File: config.mk
export PLATFORM = sky130hd
export DESIGN_NAME = dmem_bridge
export DESIGN_NICKNAME = d
export VERILOG_FILES = /design/src/rtl/dmem_bridge.sv
export SDC_FILE = /design/constraint.sdc
export NUM_CORES = 1
export LEC_CHECK = 0
export BUFFER_PORTS_ARGS = -buffer_cell sky130_fd_sc_hd__buf_2
export CORE_MARGIN = 2
export CORE_UTILIZATION = 50
export CTS_CLUSTER_DIAMETER = 150
export DETAILED_ROUTE_END_ITERATION = 8
export GPL_TIMING_DRIVEN = 0
export PLACE_DENSITY = 0.8
export SYNTH_ARGS = -nofsm -noshare
export SYNTH_HDL_FRONTEND = slang
export SYNTH_SLANG_ARGS = --single-unit
File: constraint.sdc
create_clock -name clk -period 5.6 [get_ports clk]
set_clock_uncertainty 0.2 [all_clocks]
set_input_delay 0.56 -clock clk [delete_from_list [all_inputs] [get_ports clk]]
set_output_delay 0.56 -clock clk [all_outputs]
set_load 0.02 [all_outputs]
File: src/rtl/dmem_bridge.sv
// rtl/dmem_bridge.sv - load/store bridge from core memory port to req/ack word bus
//
// Purpose: turns each core load/store into one req/ack bus transaction with
// byte enables, stalls the core until it completes, and pulses Fault on a
// misaligned access, a bus error or an ack timeout.
//
// Ports:
//   clk, reset            clock (rising edge), asynchronous active-low reset
//   MemRead, MemWrite     core access request (both set = write)
//   Funct3                access size in [1:0]: 00 byte, 01 half, 1x word
//   ALUResult, WriteData  byte address and right-justified store data
//   ReadData              loaded word shifted so the addressed byte is at [7:0]
//   Stall, Fault          core hold request, one-cycle fault pulse
//   bus_req/we/addr/be/wdata  bus request side, held stable during REQ
//   bus_rdata/ack/err     bus response side
module dmem_bridge #(
   parameter int unsigned TIMEOUT = 255
) (
   input  logic        clk,
   input  logic        reset,
   input  logic        MemRead,
   input  logic        MemWrite,
   input  logic [2:0]  Funct3,
   input  logic [31:0] ALUResult,
   input  logic [31:0] WriteData,
   output logic [31:0] ReadData,
   output logic        Stall,
   output logic        Fault,
   output logic        bus_req,
   output logic        bus_we,
   output logic [31:0] bus_addr,
   output logic [3:0]  bus_be,
   output logic [31:0] bus_wdata,
   input  logic [31:0] bus_rdata,
   input  logic        bus_ack,
   input  logic        bus_err
);

   typedef enum logic [1:0] {IDLE = 2'd0, REQ = 2'd1, DONE = 2'd2} state_t;

   state_t      state_q, state_d;
   logic [15:0] cnt_q, cnt_d;
   logic        fault_q, fault_d;
   logic [1:0]  off_q, off_d;
   logic        we_q, we_d;
   logic [31:0] addr_q, addr_d;
   logic [3:0]  be_q, be_d;
   logic [31:0] wdata_q, wdata_d;
   logic [31:0] rdata_q, rdata_d;

   logic        acc;
   logic        misaligned;
   logic [3:0]  be_new;
   logic [31:0] wdata_new;

   // Sign/zero extension happens downstream, so the unsigned bit is not needed.
   logic        unused_funct3;
   assign unused_funct3 = Funct3[2];

   assign acc = MemRead | MemWrite;

   // Decode size into lane enables, replicated store data and alignment check.
   always_comb begin
      misaligned = 1'b0;
      be_new     = 4'b1111;
      wdata_new  = WriteData;
      case (Funct3[1:0])
         2'b00: begin
            be_new    = 4'b0001 << ALUResult[1:0];
            wdata_new = {4{WriteData[7:0]}};
         end
         2'b01: begin
            be_new     = 4'b0011 << ALUResult[1:0];
            wdata_new  = {2{WriteData[15:0]}};
            misaligned = ALUResult[0];
         end
         default: begin
            misaligned = |ALUResult[1:0];
         end
      endcase
      if (!MemWrite) begin
         wdata_new = '0;
      end
   end

   always_comb begin
      state_d = state_q;
      cnt_d   = cnt_q;
      fault_d = fault_q;
      off_d   = off_q;
      we_d    = we_q;
      addr_d  = addr_q;
      be_d    = be_q;
      wdata_d = wdata_q;
      rdata_d = rdata_q;
      case (state_q)
         IDLE: begin
            if (acc) begin
               if (misaligned) begin
                  fault_d = 1'b1;
                  state_d = DONE;
               end else begin
                  fault_d = 1'b0;
                  cnt_d   = '0;
                  off_d   = ALUResult[1:0];
                  we_d    = MemWrite;
                  addr_d  = {ALUResult[31:2], 2'b00};
                  be_d    = be_new;
                  wdata_d = wdata_new;
                  state_d = REQ;
               end
            end
         end
         REQ: begin
            // An error wins over a simultaneous ack; an ack on the last
            // allowed cycle still completes normally.
            if (bus_err) begin
               fault_d = 1'b1;
               state_d = DONE;
            end else if (bus_ack) begin
               if (!we_q) begin
                  rdata_d = bus_rdata >> {off_q, 3'b000};
               end
               state_d = DONE;
            end else if (cnt_q == 16'(TIMEOUT - 1)) begin
               fault_d = 1'b1;
               state_d = DONE;
            end else begin
               cnt_d = cnt_q + 16'd1;
            end
         end
         DONE: begin
            state_d = IDLE;
         end
         default: begin
            state_d = IDLE;
         end
      endcase
   end

   always_ff @(posedge clk or negedge reset) begin
      if (!reset) begin
         state_q <= IDLE;
         cnt_q   <= '0;
         fault_q <= 1'b0;
         off_q   <= '0;
         we_q    <= 1'b0;
         addr_q  <= '0;
         be_q    <= '0;
         wdata_q <= '0;
         rdata_q <= '0;
      end else begin
         state_q <= state_d;
         cnt_q   <= cnt_d;
         fault_q <= fault_d;
         off_q   <= off_d;
         we_q    <= we_d;
         addr_q  <= addr_d;
         be_q    <= be_d;
         wdata_q <= wdata_d;
         rdata_q <= rdata_d;
      end
   end

   assign Stall     = acc & (state_q != DONE);
   assign Fault     = (state_q == DONE) & fault_q;
   assign bus_req   = (state_q == REQ);
   assign bus_we    = we_q;
   assign bus_addr  = addr_q;
   assign bus_be    = be_q;
   assign bus_wdata = wdata_q;
   // A faulted access shows zero for its completion cycle without disturbing
   // the last good load value.
   assign ReadData  = Fault ? 32'd0 : rdata_q;

endmodule

==> impl_metrics.toml <==
[run_status]
status = "finished clean"

[worst_setup_path]
cp-start-kind = "register"
slowest_delay_ns = 0.44
crit_chain = "nor2b_1 -> nand2_1 -> clkbuf_1 -> and2_1 -> buf_2"
crit_slowest_cell = "dfrtp_1"
crit_type = "register to output port"
critical_path_arrival_ns = 2.01
path_depth = 5
cp.required_ns = 4.84
critPathMaxFanout = 10
path_delay_family = "simple AND/OR/NAND/NOR gates"
crit_buf_inv = 2
cp-end-kind = "output port"
r2r_cells = 7

[sta]
max_slew.worst_pin.slew_ns = 0.881
slew_violations = 0
fmax_ghz = 0.360
final_hold_viol_count = 0
post-route-period-util = 0.495
post-route-min-period_ns = 2.77
setup_tns_ns = 0
setup_violations = 0
grt_setup_unrepaired = "false"
slew_headroom = 0.410
hold_ws_ns = 0.174

[power_and_ir_drop]
p_clk_frac = 0.281
p_sw_frac = 0.387
switchingPower_uw = 1620
power_density_mw_per_mm2 = 538
vdd.ir_drop.worst_uv = 351
sequentialPowerShare = 0.330
pwr-share-comb = 0.389
p_leak_uw = 0.00383
intPower_uw = 2560

[floorplanning]
core_mm2 = 0.0115
start_util = 0.513
dieArea_mm2 = 0.0127
io_pins = 209
die_h_um = 113
rows = 39
dieWidth_um = 113

[min_path]
hold_path.class = "primary input to register"
holdPathStages = 2

[logic_synthesis]
synth.area.top_cells = "dfrtp_1, mux2_2, mux2i_1, nand2_1, o21ai_0"
yosysMostFrequentCell = "dfrtp_1"
synth.distinct_cells = 51
async_flop_share = 1.00
synthCells = 578
synth-seq-area-share = 0.510
synth_top_area_share = 0.510
avgSynthCellArea_um2 = 10.2
synth_top_cells_by_count = "dfrtp_1, nand2_1, o21ai_0"
ys_seq_elements = 120
yosys_warnings = 0
synth_area_leader_cell = "dfrtp_1"
synth_edf_count = 0
synth-main-ff-cell = "dfrtp_1"
synth_area_mm2 = 0.00589

[clocking]
root_buffer = "clkbuf_16"
clk_transition_reported_paths_ns = 0.06
clk_latency_ns = 0.41
cts_setup_buffers = 0
cts_buffers = 17
clock-sinks = 120
cts_resized = 0
cts_tree = "yes"
cts_max_path_buffers = 2
cts_max_level = 4

[finish]
drive_above_1_share = 0.361
area_growth_pct = 32.0
diodes = 0
nNetsFinal = 912

[route]
wire_per_inst_um = 17.9
drtIter0Drc = 542
ant_nets = 0
vias = 5490
viasPerCell = 5.72
drt_pre_antenna_iters = 5
drt-total-wl_um = 17200
route.detailed.drc = 0

[global_routing]
antenna_found_initial = 0
grt_pass1_wl_um = 27800
track_usage = 0.273
grt_max_degree = 68
grt-ovfl-total = 0
grt_pass1_vias = 5529

[job]
cap_violations = 0

[place]
hpwlAfterDp_um = 12500
gp_congestion = 0.916
port-buffer-count = 205
[stage by stage]
step                      power (uW)   util  worst slack, ns  std cells  cell area [um2]
final                           4180  0.678             2.83        960             7770
after global routing            4390  0.678             2.71        960             7770
after CTS                       4190  0.678             2.85        960             7770
after detailed placement        3000  0.622             3.01        928             7130
after global placement          2950  0.619             2.34        927             7100
after floorplan                 2400      -             3.52        579             5890
[cell usage in the layout (no fill, tap or decap), types with 2 or more instances in the layout]
cell type  count
buf_4          2
inv_6          2
bufinv_16      4
o211ai_1       2
o211a_1        2
conb_1         2
nand3_1        8
o221ai_1      10
nand4_1        9
o21a_1         2
buf_2        212
o21ai_1        3
or4_1          6
nor4_1         3
clkbuf_16     17
nand2b_1       4
mux2i_1       40
or2_2          2
a22o_1         8
o31ai_1        8
nor2b_1       10
dfrtp_1      120
a21oi_1       30
and2_1        33
nand2_1       73
buf_1          2
nor2_1        25
clkbuf_1      26
o21ai_0       49
nor3_1         5
clkinv_4       5
or3_1          2
ha_1           2
a211oi_1      10
inv_1         15
mux2_2        39
[cell type report]
type                       instances  area [um2]
fill                             909        3690
clock buffer                      18         439
timing repair buffer             207        1070
tap                              143         179
multi-input combinational        405        2670
buffer                            39         165
sequential                       120        3000
inverter                          15        56.3
clock inverter                    13         194
[layer usage]
layer	global-route usage	wire [um]
met5	0	0
met4	0.0927	405
met3	0.0778	1380
met2	0.449	8240
met1	0.350	7150
[cell families after synthesis]
group / count (synthesis) / share of synthesized area
simple gates: 193 / 0.170
other cells: 1 / 0.000637
compound gates: 129 / 0.135
mux: 79 / 0.143
buf+inv: 54 / 0.0376
fa+ha+maj: 2 / 0.00425
flops: 120 / 0.510
[state kept, by name, summed over array words and instances, names as in the netlist]
register   flops
bus_addr      30
rdata_q       32
bus_we         1
bus_be         4
state_q        2
bus_wdata     32
cnt_q         16
fault_q        1
off_q          2
[what timing repair did]
item | in CTS | in global routing
endpoints found under the hold margin | 53 | 0
hold buffers | 1 | 0
setup endpoints to repair | 0 | 0
[power groups by stage]
| stage | registers, uW | clock network (uW) | logic (uW) |
|---|---|---|---|
| after CTS | 1370 | 1190 | 1630 |
| after global placement | 1360 | 0 | 1590 |
| final | 1380 | 1170 | 1630 |
| after floorplan | 1630 | 0 | 771 |
| after global routing | 1420 | 1220 | 1750 |
| after detailed placement | 1380 | 0 | 1620 |
[worst paths after layout]
| path | slack (ns) | to | start |
|---|---|---|---|
| min | 0.17 | bus_addr[11] | ALUResult[11] |
| min reg2reg | 0.27 | bus_be[3] | bus_be[3] |
| max reg2reg | 3.17 | cnt_q[8] | cnt_q[0] |
| max in group asynchronous | 4.00 | cnt_q[11] | reset |
| min in group asynchronous | 0.49 | bus_addr[20] | reset |
| max | 2.83 | ReadData[9] | state_q[1] |
(Power assumes the default switching activity.)
